--- config.mk ---
export PLATFORM = sky130hd
export DESIGN_NAME = i2c_mem_slave
export DESIGN_NICKNAME = d
export VERILOG_FILES = /design/src/rtl/i2c_pkg.sv /design/src/rtl/i2c_bus_sync.sv /design/src/rtl/i2c_mem_slave.sv
export SDC_FILE = /design/constraint.sdc
export NUM_CORES = 1
export LEC_CHECK = 0
export CAP_MARGIN = 25
export CORE_ASPECT_RATIO = 2
export CORE_MARGIN = 3
export CORE_UTILIZATION = 55
export CTS_CLUSTER_DIAMETER = 150
export DETAILED_ROUTE_END_ITERATION = 12
export MAX_ROUTING_LAYER = met4
export PLACE_DENSITY = 0.72
export SYNTH_ARGS = -nofsm -noshare
export SYNTH_HDL_FRONTEND = slang
export SYNTH_HIERARCHICAL = 1
export SYNTH_SLANG_ARGS = --single-unit
--- constraint.sdc ---
create_clock -name clk -period 8.5 [get_ports clk]
set_clock_uncertainty 0.2 [all_clocks]
set_input_delay 1.7 -clock clk [delete_from_list [all_inputs] [get_ports clk]]
set_output_delay 1.7 -clock clk [all_outputs]
set_load 0.02 [all_outputs]
--- src/rtl/i2c_pkg.sv ---
// Shared types and constants for the I2C memory target and its bus frontend.
package i2c_pkg;

  typedef enum logic [3:0] {
    IDLE,
    DEV_ADDR,
    DEV_ACK,
    PTR,
    PTR_ACK,
    WR_DATA,
    WR_ACK,
    RD_DATA,
    RD_ACK
  } i2c_slv_state_t;

  localparam logic ACK       = 1'b0;
  localparam logic NACK      = 1'b1;
  localparam int   BYTE_BITS = 8;

  typedef struct packed {
    logic scl_rise;
    logic scl_fall;
    logic start;
    logic stop;
  } bus_event_t;

endpackage

--- src/rtl/i2c_bus_sync.sv ---
// Synchronizes SCL/SDA into clk and flags SCL edges plus START/STOP conditions.
module i2c_bus_sync
  import i2c_pkg::*;
(
  input  logic       clk,
  input  logic       rst,
  input  logic       scl_i,
  input  logic       sda_i,
  output bus_event_t ev,
  output logic       sda
);

  logic scl_meta, scl_sync, scl_prev;
  logic sda_meta, sda_sync, sda_prev;

  // Reset to the idle-bus level so leaving reset never fakes an edge or START.
  always_ff @(posedge clk or posedge rst) begin
    if (rst) begin
      scl_meta <= 1'b1;
      scl_sync <= 1'b1;
      scl_prev <= 1'b1;
      sda_meta <= 1'b1;
      sda_sync <= 1'b1;
      sda_prev <= 1'b1;
    end else begin
      scl_meta <= scl_i;
      scl_sync <= scl_meta;
      scl_prev <= scl_sync;
      sda_meta <= sda_i;
      sda_sync <= sda_meta;
      sda_prev <= sda_sync;
    end
  end

  always_comb begin
    ev.scl_rise = scl_sync & ~scl_prev;
    ev.scl_fall = ~scl_sync & scl_prev;
    ev.start    = scl_sync & scl_prev & sda_prev & ~sda_sync;
    ev.stop     = scl_sync & scl_prev & ~sda_prev & sda_sync;
  end

  assign sda = sda_sync;

endmodule

--- src/rtl/i2c_mem_slave.sv ---
// I2C memory target: address match, register pointer, auto-incrementing writes and reads.
module i2c_mem_slave
  import i2c_pkg::*;
#(
  parameter logic [6:0] SLAVE_ADDR = 7'h1F,
  parameter int         MEM_DEPTH  = 16,
  localparam int        AW         = $clog2(MEM_DEPTH)
) (
  input  logic          clk,
  input  logic          rst,
  input  logic          scl_i,
  input  logic          sda_i,
  output logic          sda_oe,
  output logic          busy,
  output logic          wr_en,
  output logic [AW-1:0] wr_addr,
  output logic [7:0]    wr_data
);

  i2c_slv_state_t       state;
  bus_event_t           ev;
  logic                 sda;
  logic [2:0]           bit_cnt;
  logic [BYTE_BITS-1:0] shift;
  logic [BYTE_BITS-1:0] rx_byte;
  logic [AW-1:0]        ptr;
  logic                 rw;
  logic                 ack_phase;
  logic [7:0]           mem [MEM_DEPTH];

  i2c_bus_sync u_sync (
    .clk   (clk),
    .rst   (rst),
    .scl_i (scl_i),
    .sda_i (sda_i),
    .ev    (ev),
    .sda   (sda)
  );

  assign rx_byte = {shift[BYTE_BITS-2:0], sda};

  // START/STOP override everything; otherwise SCL rises shift/sample and falls drive SDA.
  always_ff @(posedge clk or posedge rst) begin
    if (rst) begin
      state     <= IDLE;
      bit_cnt   <= '0;
      shift     <= '0;
      ptr       <= '0;
      rw        <= 1'b0;
      ack_phase <= 1'b0;
      sda_oe    <= 1'b0;
      busy      <= 1'b0;
      wr_en     <= 1'b0;
      wr_addr   <= '0;
      wr_data   <= '0;
      for (int i = 0; i < MEM_DEPTH; i++) mem[i] <= '0;
    end else begin
      wr_en <= 1'b0;
      if (ev.start) begin
        state     <= DEV_ADDR;
        bit_cnt   <= '0;
        ack_phase <= 1'b0;
        sda_oe    <= 1'b0;
      end else if (ev.stop) begin
        state     <= IDLE;
        bit_cnt   <= '0;
        ack_phase <= 1'b0;
        sda_oe    <= 1'b0;
        busy      <= 1'b0;
      end else begin
        case (state)
          DEV_ADDR, PTR, WR_DATA: begin
            if (ev.scl_rise) begin
              shift   <= rx_byte;
              bit_cnt <= bit_cnt + 3'd1;
              if (bit_cnt == 3'd7) begin
                if (state == DEV_ADDR) begin
                  if (rx_byte[7:1] == SLAVE_ADDR) begin
                    state <= DEV_ACK;
                    rw    <= rx_byte[0];
                    busy  <= 1'b1;
                  end else begin
                    state <= IDLE;
                    busy  <= 1'b0;
                  end
                end else if (state == PTR) begin
                  ptr   <= rx_byte[AW-1:0];
                  state <= PTR_ACK;
                end else begin
                  mem[ptr] <= rx_byte;
                  wr_en    <= 1'b1;
                  wr_addr  <= ptr;
                  wr_data  <= rx_byte;
                  ptr      <= ptr + AW'(1);
                  state    <= WR_ACK;
                end
              end
            end
          end

          // First fall pulls SDA for the ACK bit, second fall ends the slot.
          DEV_ACK, PTR_ACK, WR_ACK: begin
            if (ev.scl_fall) begin
              if (!ack_phase) begin
                ack_phase <= 1'b1;
                sda_oe    <= 1'b1;
              end else begin
                ack_phase <= 1'b0;
                if (state == DEV_ACK && rw) begin
                  state  <= RD_DATA;
                  shift  <= {mem[ptr][BYTE_BITS-2:0], 1'b0};
                  sda_oe <= ~mem[ptr][BYTE_BITS-1];
                  ptr    <= ptr + AW'(1);
                end else begin
                  state  <= (state == DEV_ACK) ? PTR : WR_DATA;
                  sda_oe <= 1'b0;
                end
              end
            end
          end

          RD_DATA: begin
            if (ev.scl_rise) begin
              bit_cnt <= bit_cnt + 3'd1;
              if (bit_cnt == 3'd7) state <= RD_ACK;
            end else if (ev.scl_fall) begin
              sda_oe <= ~shift[BYTE_BITS-1];
              shift  <= {shift[BYTE_BITS-2:0], 1'b0};
            end
          end

          // Release SDA for the master's ACK bit, then continue or finish the read.
          RD_ACK: begin
            if (ev.scl_fall) begin
              sda_oe <= 1'b0;
            end else if (ev.scl_rise) begin
              if (sda == ACK) begin
                state <= RD_DATA;
                shift <= mem[ptr];
                ptr   <= ptr + AW'(1);
              end else begin
                state <= IDLE;
                busy  <= 1'b0;
              end
            end
          end

          default: ;
        endcase
      end
    end
  end

endmodule

==> results.md, run 1 <==
- Status: completed
- Synth unique cells: between 60 and 70
- Pre-antenna DRT Iters: 5
- Largest net degree at the start of global routing: about 110
- Tot GR Track Use: between 20% and 30%
- Initial drt markers: between 300 and 400
- Number of global-route vias before repair: approximately 5.7k
- Most frequent cells in the layout: 168 x mux2_2, 164 x dfrtp_1, 27 x and3_1
- Wire length on met2: roughly 10 mm
- Total congestion overflow: 0
- Predominant post-synthesis flop cell: dfrtp_1
- Ys async rst share: 100%
- Antenna-violating nets left: 0
- CTS buffer count: 17
- Routed Wire Length: 19.4 mm
- DR vias: approximately 5.3k
- Post-synth top area share: ~49%
- Cells resized by post-CTS repair: 0
- Leakage Power: 4.26 nW
- Worst skew pair latency: approximately 0.43 ns
- Core outline area: ~15,000 sq um
- M1 WL: between 7 and 8 mm
- Die H: 181 um
- N_diodes: 0
- Layout cell share with drive strength beyond 1: 37.7%
- Clk sinks: 170
- Switch Pwr: about 0.56 mW
- Synth Net Count: 655
- CP Max Fanout: 25
- Critical Path AT: 3.52 ns
- Register area share after synthesis: 50.5%
- Syn Std Cell Area: about 8400 sq um
- Area leader, netlist: dfrtp_1
- Final setup viols: 0
- Syn Area/Cell: between 10 and 15 sq um
- Worst Tran Pin Value: roughly 0.99 ns
- Fin Setup TNS: 0 ns
- Worst-path clk slew: ~0.06 ns
- Most common cell after layout, fill and taps aside: mux2_2
- Vias/cell: approximately 6.3
- Final nets: between 600 and 700
- Wire per inst: approximately 23 um
- Sw Ratio: a little under a third
- Startpoint types: flop
- Unrepaired setup endpoints after global routing: no
- Worst VDD drop: approximately 0.17 mV
- H-tree depth: 4
- Starting density of the core: a little under three fifths
- Finished Layout Cells: 837
- Site Rows: 63
- Cell-internal power: between 1 and 1.5 mW
- Worst path required time: 8.61 ns
- Max Buffers Root-to-Sink: 2
- Cell area power density: 202 nW/um^2
- Tcrit/Tclk final: between 40% and 50%
- Max_cap viols: 0
- First-pass GRT wire length: about 32 mm
- Placed Instances: 805
- Root Buffer: clkbuf_16
- CTS tree: done
- Detailed Place HPWL: 13.0 mm
- Seq cells post-synth: 170
- Max Slew Vio Count: 0
- Die Wd: approximately 94 um
- Crit end category: flop
- Antenna violations before repair: 0
- Cell count after synthesis: 645
- Reg power frac: between 50% and 60%
- Post-synth EDFFs: 0
- Number of I/O pins: 19
- Gpl congestion: 0.917
- IO Port Bufs: 18
- WL met3: 816 um
- DRC viols: 0
- F_max: between 200 and 300 MHz
- Area growth, synth to finish: 8.85%
- YS warnings: 6
- Worst Hold Class: flop to flop
- Post-CTS setup buffer count: 0
- Top cells by area, synth: dfrtp_1 49%, mux2_2 22%, mux4_2 4.8%
- Comb pwr share: ~8.1%
- Highest metal used: met4
- Clock share of power: roughly two fifths
- Normalized max-slew margin: 33.2%
- Die area: 17,000 sq um
- Kind of critical path: flop to flop
- Crit path time final: around 3.4 ns
- # hold bufs at CTS: 0
- Final-report hold violation count: 0
[layer usage]
metal	vias to the layer above	global-route usage, %
met2	169	41.1
met1	2723	29.4
met5	-	-
li1	2348	-
met3	64	5.00
met4	0	13.7
[synthesized netlist by cell type (3+ instances only)]
cell type  number
o211ai_1        3
and3_1         27
a21o_1          3
clkbuf_1       16
nand3b_1        4
inv_1          10
mux2_2        168
mux4_2         18
dfstp_2         6
nand4_1         7
or3_1          10
nand2_1        12
or2_2           3
a211oi_1        6
o21ai_0         5
nor2_1         14
o22ai_1        12
buf_1           9
a22oi_1         5
nand3_1         5
nor3_1          5
buf_6           3
buf_2          28
mux2i_1        18
nor3b_1         3
nand2b_1        8
ha_1            6
a21oi_1        12
dfrtp_1       164
nor2b_1         8
[critical path, cell delays in order, from the launching register on]
cell     delay (ns)
dfstp_2        0.85
and4b_1        0.29
or2_2          0.38
nor4b_2        0.68
o21a_1         0.48
mux2_2         0.39
[power by group through the flow]
stage	Combinational [mW]	Clock (mW)	Sequential, mW
after global routing	0.167	0.782	0.983
after floorplan	0.188	0	0.870
after detailed placement	0.151	0	0.986
after global placement	0.146	0	0.981
final	0.151	0.727	0.978
after CTS	0.152	0.737	0.972
[flip-flops by register name (all words and copies together) (netlist names), 3 cells and up]
register	cells
mem	128
shift	8
wr_data	8
ptr	4
state	4
wr_addr	4
bit_cnt	3
[through the flow]
stage / util [%] / worst slack (ns) / cell area, sq um / hold WS [ns] / power, mW
4_1_cts: 61.7 / 5.01 / 9190 / 0.164 / 1.86
6_report: 61.7 / 5.09 / 9190 / 0.161 / 1.86
2_1_floorplan: - / 2.17 / 8440 / 0.145 / 1.06
3_3_place_gp: 57.9 / 4.67 / 8630 / 0.151 / 1.13
3_5_place_dp: 57.9 / 4.55 / 8630 / 0.150 / 1.14
5_1_grt: 61.7 / 4.85 / 9190 / 0.167 / 1.93
[layout make-up]
cell class	count	area, sq um
clock buffers	19	443
fillers	1136	5710
multi-input cells	405	3860
repair buffers	24	225
inverters	11	46.3
well taps	195	244
clock inverters	13	110
flip-flops and latches	170	4260
[kinds of logic after synthesis]
kind of cell    Yosys count  share of synthesized area, %
mux                     205                          29.5
fa+ha+maj                 6                         0.890
xor+xnor                  3                         0.311
buf+inv                  70                          3.87
compound gates           74                          6.58
flops                   170                          50.5
simple gates            117                          8.32
[worst paths after layout]
kind,from,to,slack [ns],depth (start not counted)
setup / recovery,u_sync/sda,shift[2],5.09,5
hold / removal,u_sync/sda_meta,u_sync/sda,0.16,0
setup reg to reg,u_sync/sda,shift[2],5.09,5
hold reg to reg,u_sync/sda_meta,u_sync/sda,0.16,0
max in group asynchronous,rst,mem[91],5.16,3
min in group asynchronous,rst,u_sync/scl_prev,1.65,2
No activity file was read; power rests on OpenSTA's default activity.
==> run 2: changes to the inputs <==
==> constraint.sdc (replaced) <==
create_clock -name clk -period 3.3 [get_ports clk]
set_clock_uncertainty 0.2 [all_clocks]
set_input_delay 0.66 -clock clk [delete_from_list [all_inputs] [get_ports clk]]
set_output_delay 0.66 -clock clk [all_outputs]
set_load 0.02 [all_outputs]
==> run 2 against run 1 <==
Routed wire length is 4.7% higher; worst setup slack lost 4.7 ns; first-iteration DRC count grew 26%; register-to-register slack lost 4.7 ns; core utilization grew 1.3 points; die area unchanged; power grew to 2.7 times the previous value; via count up 3.0%; critical path depth unchanged; final cell count increased by 2.0%.
==> results.md, run 2 (synthesis results as in run 1) <==
- Largest net degree at the start of global routing: 81 (-24%)
- Crit path time final: 2.91 ns (-0.507 ns)
- Vias/cell: 6.40 (+0.93%)
- Unrepaired setup endpoints after global routing: no
- Tot Pwr: 4.97 mW (+170%)
- Worst-path clk slew: 0.07 ns (about the same)
- Detailed Place HPWL: 13.9 mm (+7.2%)
- Kind of critical path: flop to flop
- Finished Layout Cells: 854 (+2.0%)
- F_max: 344 MHz (+17%)
- Worst Tran Pin Value: 0.869 ns (-0.125 ns)
- Layout cell share with drive strength beyond 1: 39.5% (+1.8 points)
- N_diodes: 0 (unchanged)
- Startpoint types: flop
- Starting density of the core: 56.6% (unchanged)
- Total congestion overflow: 0 (unchanged)
- Placed cell area: 8780 sq um (+1.8%)
- # hold bufs at CTS: 0 (unchanged)
- Final instance area: 9380 sq um (+2.1%)
- Gpl congestion: 0.915 (-0.17%)
- Worst VDD drop: 0.384 mV (+130%)
- Final nets: 656 (+2.7%)
- Tcrit/Tclk final: 88.1% (+48 points)
- Most frequent cells in the layout: 168 x mux2_2, 164 x dfrtp_1, 27 x and3_1, 21 x buf_4
- Post-CTS setup buffer count: 0 (unchanged)
- Number of I/O pins: 19 (unchanged)
- Most common cell after layout, fill and taps aside: mux2_2
- Placed Instances: 822 (+2.1%)
- H-tree depth: 4 (unchanged)
- Core outline area: 14,900 sq um (unchanged)
- Antenna-violating nets left: 0 (unchanged)
- First-pass GRT wire length: 33.2 mm (+4.8%)
- Initial drt markers: 462 (+26%)
- Die area: 17,000 sq um (unchanged)
- Clk sinks: 170 (unchanged)
- Area growth, synth to finish: 11.1%
- Met3 GRT Util: 4.33% (-0.67 points)
- Routed Wire Length: 20.3 mm (+4.7%)
- Normalized max-slew margin: 42.1% (+8.8 points)
- Met2 GRT Util: 44.1% (+2.9 points)
- CP Max Fanout: 15 (-40%)
- Worst path required time: 3.42 ns (-5.19 ns)
- Die H: 181 um (unchanged)
- Status: completed
- CTS buffer count: 17 (unchanged)
- Max_cap viols: 0 (unchanged)
- CTS tree: done
- Critical Path AT: 3.03 ns (-0.49 ns)
- Worst Hold Class: flop to flop
- Top Usage Layer GRT: met2
- Pre-antenna DRT Iters: 7 (+2)
- Max Slew Vio Count: 0 (unchanged)
- Number of global-route vias before repair: 5,843 (+1.8%)
- Antenna violations before repair: 0 (unchanged)
- IO Port Bufs: 18 (unchanged)
- DP Worst Slack: 0.417 ns (-4.13 ns)
- Root Buffer: clkbuf_16
- Met1 track demand over resource: 31.0% (+1.6 points)
- Worst skew pair latency: 0.43 ns (about the same)
- Max Buffers Root-to-Sink: 2 (unchanged)
- Cells resized by post-CTS repair: 0 (unchanged)
- Final setup viols: 0 (unchanged)
- Cell area power density: 530 nW/um^2 (+160%)
- Max FFs per register: 128 (unchanged)
- Wire per inst: 23.7 um (+2.7%)
- DR vias: 5,462 (+3.0%)
- Top Registers: mem x128, shift x8, wr_data x8
- Site Rows: 63 (unchanged)
- Die Wd: 93.6 um (unchanged)
- Setup WS post-layout: 0.394 ns (-4.69 ns)
- DRC viols: 0 (unchanged)
- Tot GR Track Use: 26.4% (+1.0 points)
- Final-report hold violation count: 0 (unchanged)
- Fin Setup TNS: 0 ns (unchanged)
- Crit end category: flop
- Leakage Power: 4.38 nW (+2.7%)
- Largest Register: mem
[run 2: through the flow]
step,util (%),hold WS (ns)
after global routing,63.0,0.166
final,63.0,0.161
after global placement,59.0,0.148
after CTS,63.0,0.163
after detailed placement,59.0,0.151
after floorplan,-,0.145
[run 2: cell type report]
| class | instances | area, sq um |
|---|---|---|
| Clock inverter | 15 | 170 |
| Clock buffer | 17 | 425 |
| Sequential cell | 170 | 4260 |
| Tap cell | 195 | 244 |
| Timing Repair Buffer | 41 | 378 |
| Fill cell | 1095 | 5520 |
| Inverter | 11 | 45.0 |
| Multi-Input combinational cell | 405 | 3860 |
[run 2: report_power, final]
| group | internal, mW | switching [mW] |
|---|---|---|
| Combinational | 0.216 | 0.305 |
| Sequential | 2.16 | 0.280 |
| Clock | 1.08 | 0.930 |
[run 2: layer usage]
layer | share of wire [%] | up-vias | wire, um
met2 | 53 | 168 | 10800
met4 | 4.4 | 0 | 897
met3 | 4.0 | 62 | 802
met1 | 38 | 2845 | 7730
li1 | - | 2387 | -
met5 | 0 | - | 0
[run 2: worst max-delay path: stages, from the launching register on]
cell	delay, ns
dfrtp_1	0.83
clkinv_1	0.53
mux2i_1	0.44
nor2_1	0.06
or4b_1	0.46
mux2_4	0.26
[run 2: final timing paths]
check                                startpoint               to  slack, ns  depth (start not counted)
max in group asynchronous                   rst         mem[110]       1.63                          3
worst max register to register           ptr[0]         shift[1]       0.39                          5
worst max-delay path                     ptr[0]         shift[1]       0.39                          5
min in group asynchronous                   rst       wr_data[0]       0.49                          2
worst min-delay path            u_sync/scl_meta  u_sync/scl_sync       0.16                          0
worst min register to register  u_sync/scl_meta  u_sync/scl_sync       0.16                          0
==> run 3: changes to the inputs <==
--- a/config.mk
+++ b/config.mk
@@ -8,11 +8,11 @@
 export CAP_MARGIN = 25
 export CORE_ASPECT_RATIO = 2
 export CORE_MARGIN = 3
-export CORE_UTILIZATION = 55
+export CORE_UTILIZATION = 50
 export CTS_CLUSTER_DIAMETER = 150
 export DETAILED_ROUTE_END_ITERATION = 12
 export MAX_ROUTING_LAYER = met4
-export PLACE_DENSITY = 0.72
+export PLACE_DENSITY = 0.66
 export SYNTH_ARGS = -nofsm -noshare
 export SYNTH_HDL_FRONTEND = slang
 export SYNTH_HIERARCHICAL = 1
==> run 3 against run 2 <==
First-iteration DRC count decreased by 21%; register-to-register slack worse by 0.08 ns; critical path depth increased by 1; core utilization is 6.1 points lower; via count shrank 2.3%; fmax decreased by 2.6%; clock power down 5%; final cell count grew 0.70%; clock-buffer cell count grew 2; power shrank 2.3%; routed wire length is 2.7% lower; combinational power grew 9.0%; critical path type unchanged; critical endpoint is now shift[2]; largest power group unchanged.
==> results.md, run 3 (synthesis results as in run 1) <==
- Status: completed
- Worst-path clk slew: 0.07 ns (about the same)
- Hold Worst Slack: 0.157 ns (-0.00371 ns)
- Crit path max-delay cell type: dfrtp_1
- F_max: 335 MHz (-2.6%)
- Crit path time final: 2.98 ns (+0.0779 ns)
- Kind of critical path: flop to flop
- Antenna violations before repair: 0 (unchanged)
- Worst Tran Pin Value: 0.895 ns (+0.0254 ns)
- Starting density of the core: 51.4% (-5.3 points)
- Worst R2R End: shift[2]
- Hold Path Cell Cnt: 0 (unchanged)
- Cells resized by post-CTS repair: 0 (unchanged)
- Worst path required time: 3.41 ns (about the same)
- DRC viols: 0 (unchanged)
- H-tree depth: 4 (unchanged)
- Leakage Power: 4.34 nW (-0.83%)
- Critical Path AT: 3.09 ns (+0.06 ns)
- Cell area power density: 520 nW/um^2 (-1.9%)
- Die H: 190 um (+4.7%)
- Tot GR Track Use: 23.5% (-2.9 points)
- Tot Pwr: 4.85 mW (-2.3%)
- Die area: 18,600 sq um (+9.5%)
- Final nets: 653 (-0.46%)
- FF-to-FF path depth: 6 (+1)
- CP max stage delay: 0.84 ns (about the same)
- Unrepaired setup endpoints after global routing: no
- Max Buffers Root-to-Sink: 2 (unchanged)
- Placed Instances: 828 (+0.73%)
- Pre-antenna DRT Iters: 4 (-3)
- Antenna-violating nets left: 0 (unchanged)
- Number of I/O pins: 19 (unchanged)
- Clk sinks: 170 (unchanged)
- Largest net degree at the start of global routing: 165 (+100%)
- Root Buffer: clkbuf_16
- CP Buf/Inv Count: 1 (unchanged)
- # hold bufs at CTS: 0 (unchanged)
- Layout cell share with drive strength beyond 1: 38.9% (-0.58 points)
- Wire per inst: 22.9 um (-3.4%)
- Final setup viols: 0 (unchanged)
- N_diodes: 0 (unchanged)
- FF-to-FF Start: ptr[0]
- Top Family by Delay on Critical Path: multiplexers
- Initial drt markers: 363 (-21%)
- Crit end category: flop
- Reg2Reg Setup Slack: 0.32 ns (-0.08 ns)
- Fin Setup TNS: 0 ns (unchanged)
- Most frequent cells in the layout: 168 x mux2_2, 164 x dfrtp_1, 27 x and3_1
- Most common cell after layout, fill and taps aside: mux2_2
- Max FFs per register: 128 (unchanged)
- Max_cap viols: 0 (unchanged)
- Area growth, synth to finish: 10.7%
- Worst Hold End: u_sync/sda
- Die Wd: 97.9 um (+4.6%)
- Number of global-route vias before repair: 5,843 (unchanged)
- Vias/cell: 6.21 (-2.9%)
- Routed Wire Length: 19.7 mm (-2.7%)
- First-pass GRT wire length: 32.7 mm (-1.5%)
- Post-CTS setup buffer count: 0 (unchanged)
- Detailed Place HPWL: 13.7 mm (-2.0%)
- CTS tree: done
- Gpl congestion: 0.960 (+4.9%)
- Final instance area: 9340 sq um (-0.39%)
- Total congestion overflow: 0 (unchanged)
- Tcrit/Tclk final: 90.4% (+2.4 points)
- CP Max Fanout: 13 (-2)
- Top Registers: mem x128, shift x8, wr_data x8
- IO Port Bufs: 18 (unchanged)
- Site Rows: 66 (+4.8%)
- Core outline area: 16,400 sq um (+10%)
- Finished Layout Cells: 860 (+0.70%)
- DR vias: 5,339 (-2.3%)
- Worst-path cell chain: buf_4 > mux4_2 > and3_1 > a221oi_1 > o2111ai_1 > mux2_2
- Worst VDD drop: 0.359 mV (-6.3%)
- Normalized max-slew margin: 40.4% (-1.7 points)
- CTS buffer count: 17 (unchanged)
- Hold Crit Start: u_sync/sda_meta
- Largest Register: mem
- Startpoint types: flop
- Worst Hold Class: flop to flop
- Final-report hold violation count: 0 (unchanged)
- Worst skew pair latency: 0.43 ns (about the same)
- Placed cell area: 8780 sq um (about the same)
- Max Slew Vio Count: 0 (unchanged)
[run 3: cell types whose count changed in the layout (fill, tap and decap cells not counted), sizes merged]
cell	before	now
buf	23	20
clkbuf	17	19
inv	19	13
clkinvlp	3	4
clkinv	3	6
[run 3: worst register-to-register path: stages (launching register included)]
cell and delay [ns]:
dfrtp_1 0.84, buf_4 0.36, mux4_2 0.55, and3_1 0.19
a221oi_1 0.27, o2111ai_1 0.17, mux2_2 0.30
[run 3: per-stage QoR]
stage	setup slack, ns	utilization, %
after floorplan	0.355	-
after global placement	0.280	53.4
after detailed placement	0.294	53.4
after CTS	0.299	56.9
after global routing	0.139	56.9
final	0.316	56.9
[run 3: worst max-delay path by stage]
| stage | start | endpoint | slack (ns) | cells after the start |
|---|---|---|---|---|
| 4_1_cts | ptr[0] | shift[2] | 0.30 | 6 |
| 6_report | ptr[0] | shift[2] | 0.32 | 6 |
| 3_5_place_dp | ptr[0] | shift[2] | 0.29 | 6 |
| 5_1_grt | ptr[0] | shift[2] | 0.14 | 6 |
| 2_1_floorplan | rst | ack_phase | 0.36 | 1 |
| 3_3_place_gp | ptr[0] | shift[0] | 0.28 | 6 |
[run 3: cell type report]
type	instances	area, sq um
repair buffers	38	364
clock buffers	19	443
inverters	11	45.0
clock inverters	13	119
fillers	1332	7090
well taps	204	255
flip-flops and latches	170	4260
multi-input cells	405	3860
[run 3: power breakdown]
group          switching [mW]  leakage [nW]  internal, mW
registers               0.219          2.33          2.16
clock network           0.845         0.272          1.07
logic                   0.347          1.73         0.220
total                    1.41          4.34          3.44
[run 3: routing by layer]
metal	GRT usage, %	wire length (um)	vias to the layer above
li1	-	-	2378
met1	26.7	7730	2782
met2	40.2	10600	131
met3	3.67	604	48
met4	11.5	819	0
met5	-	0	-
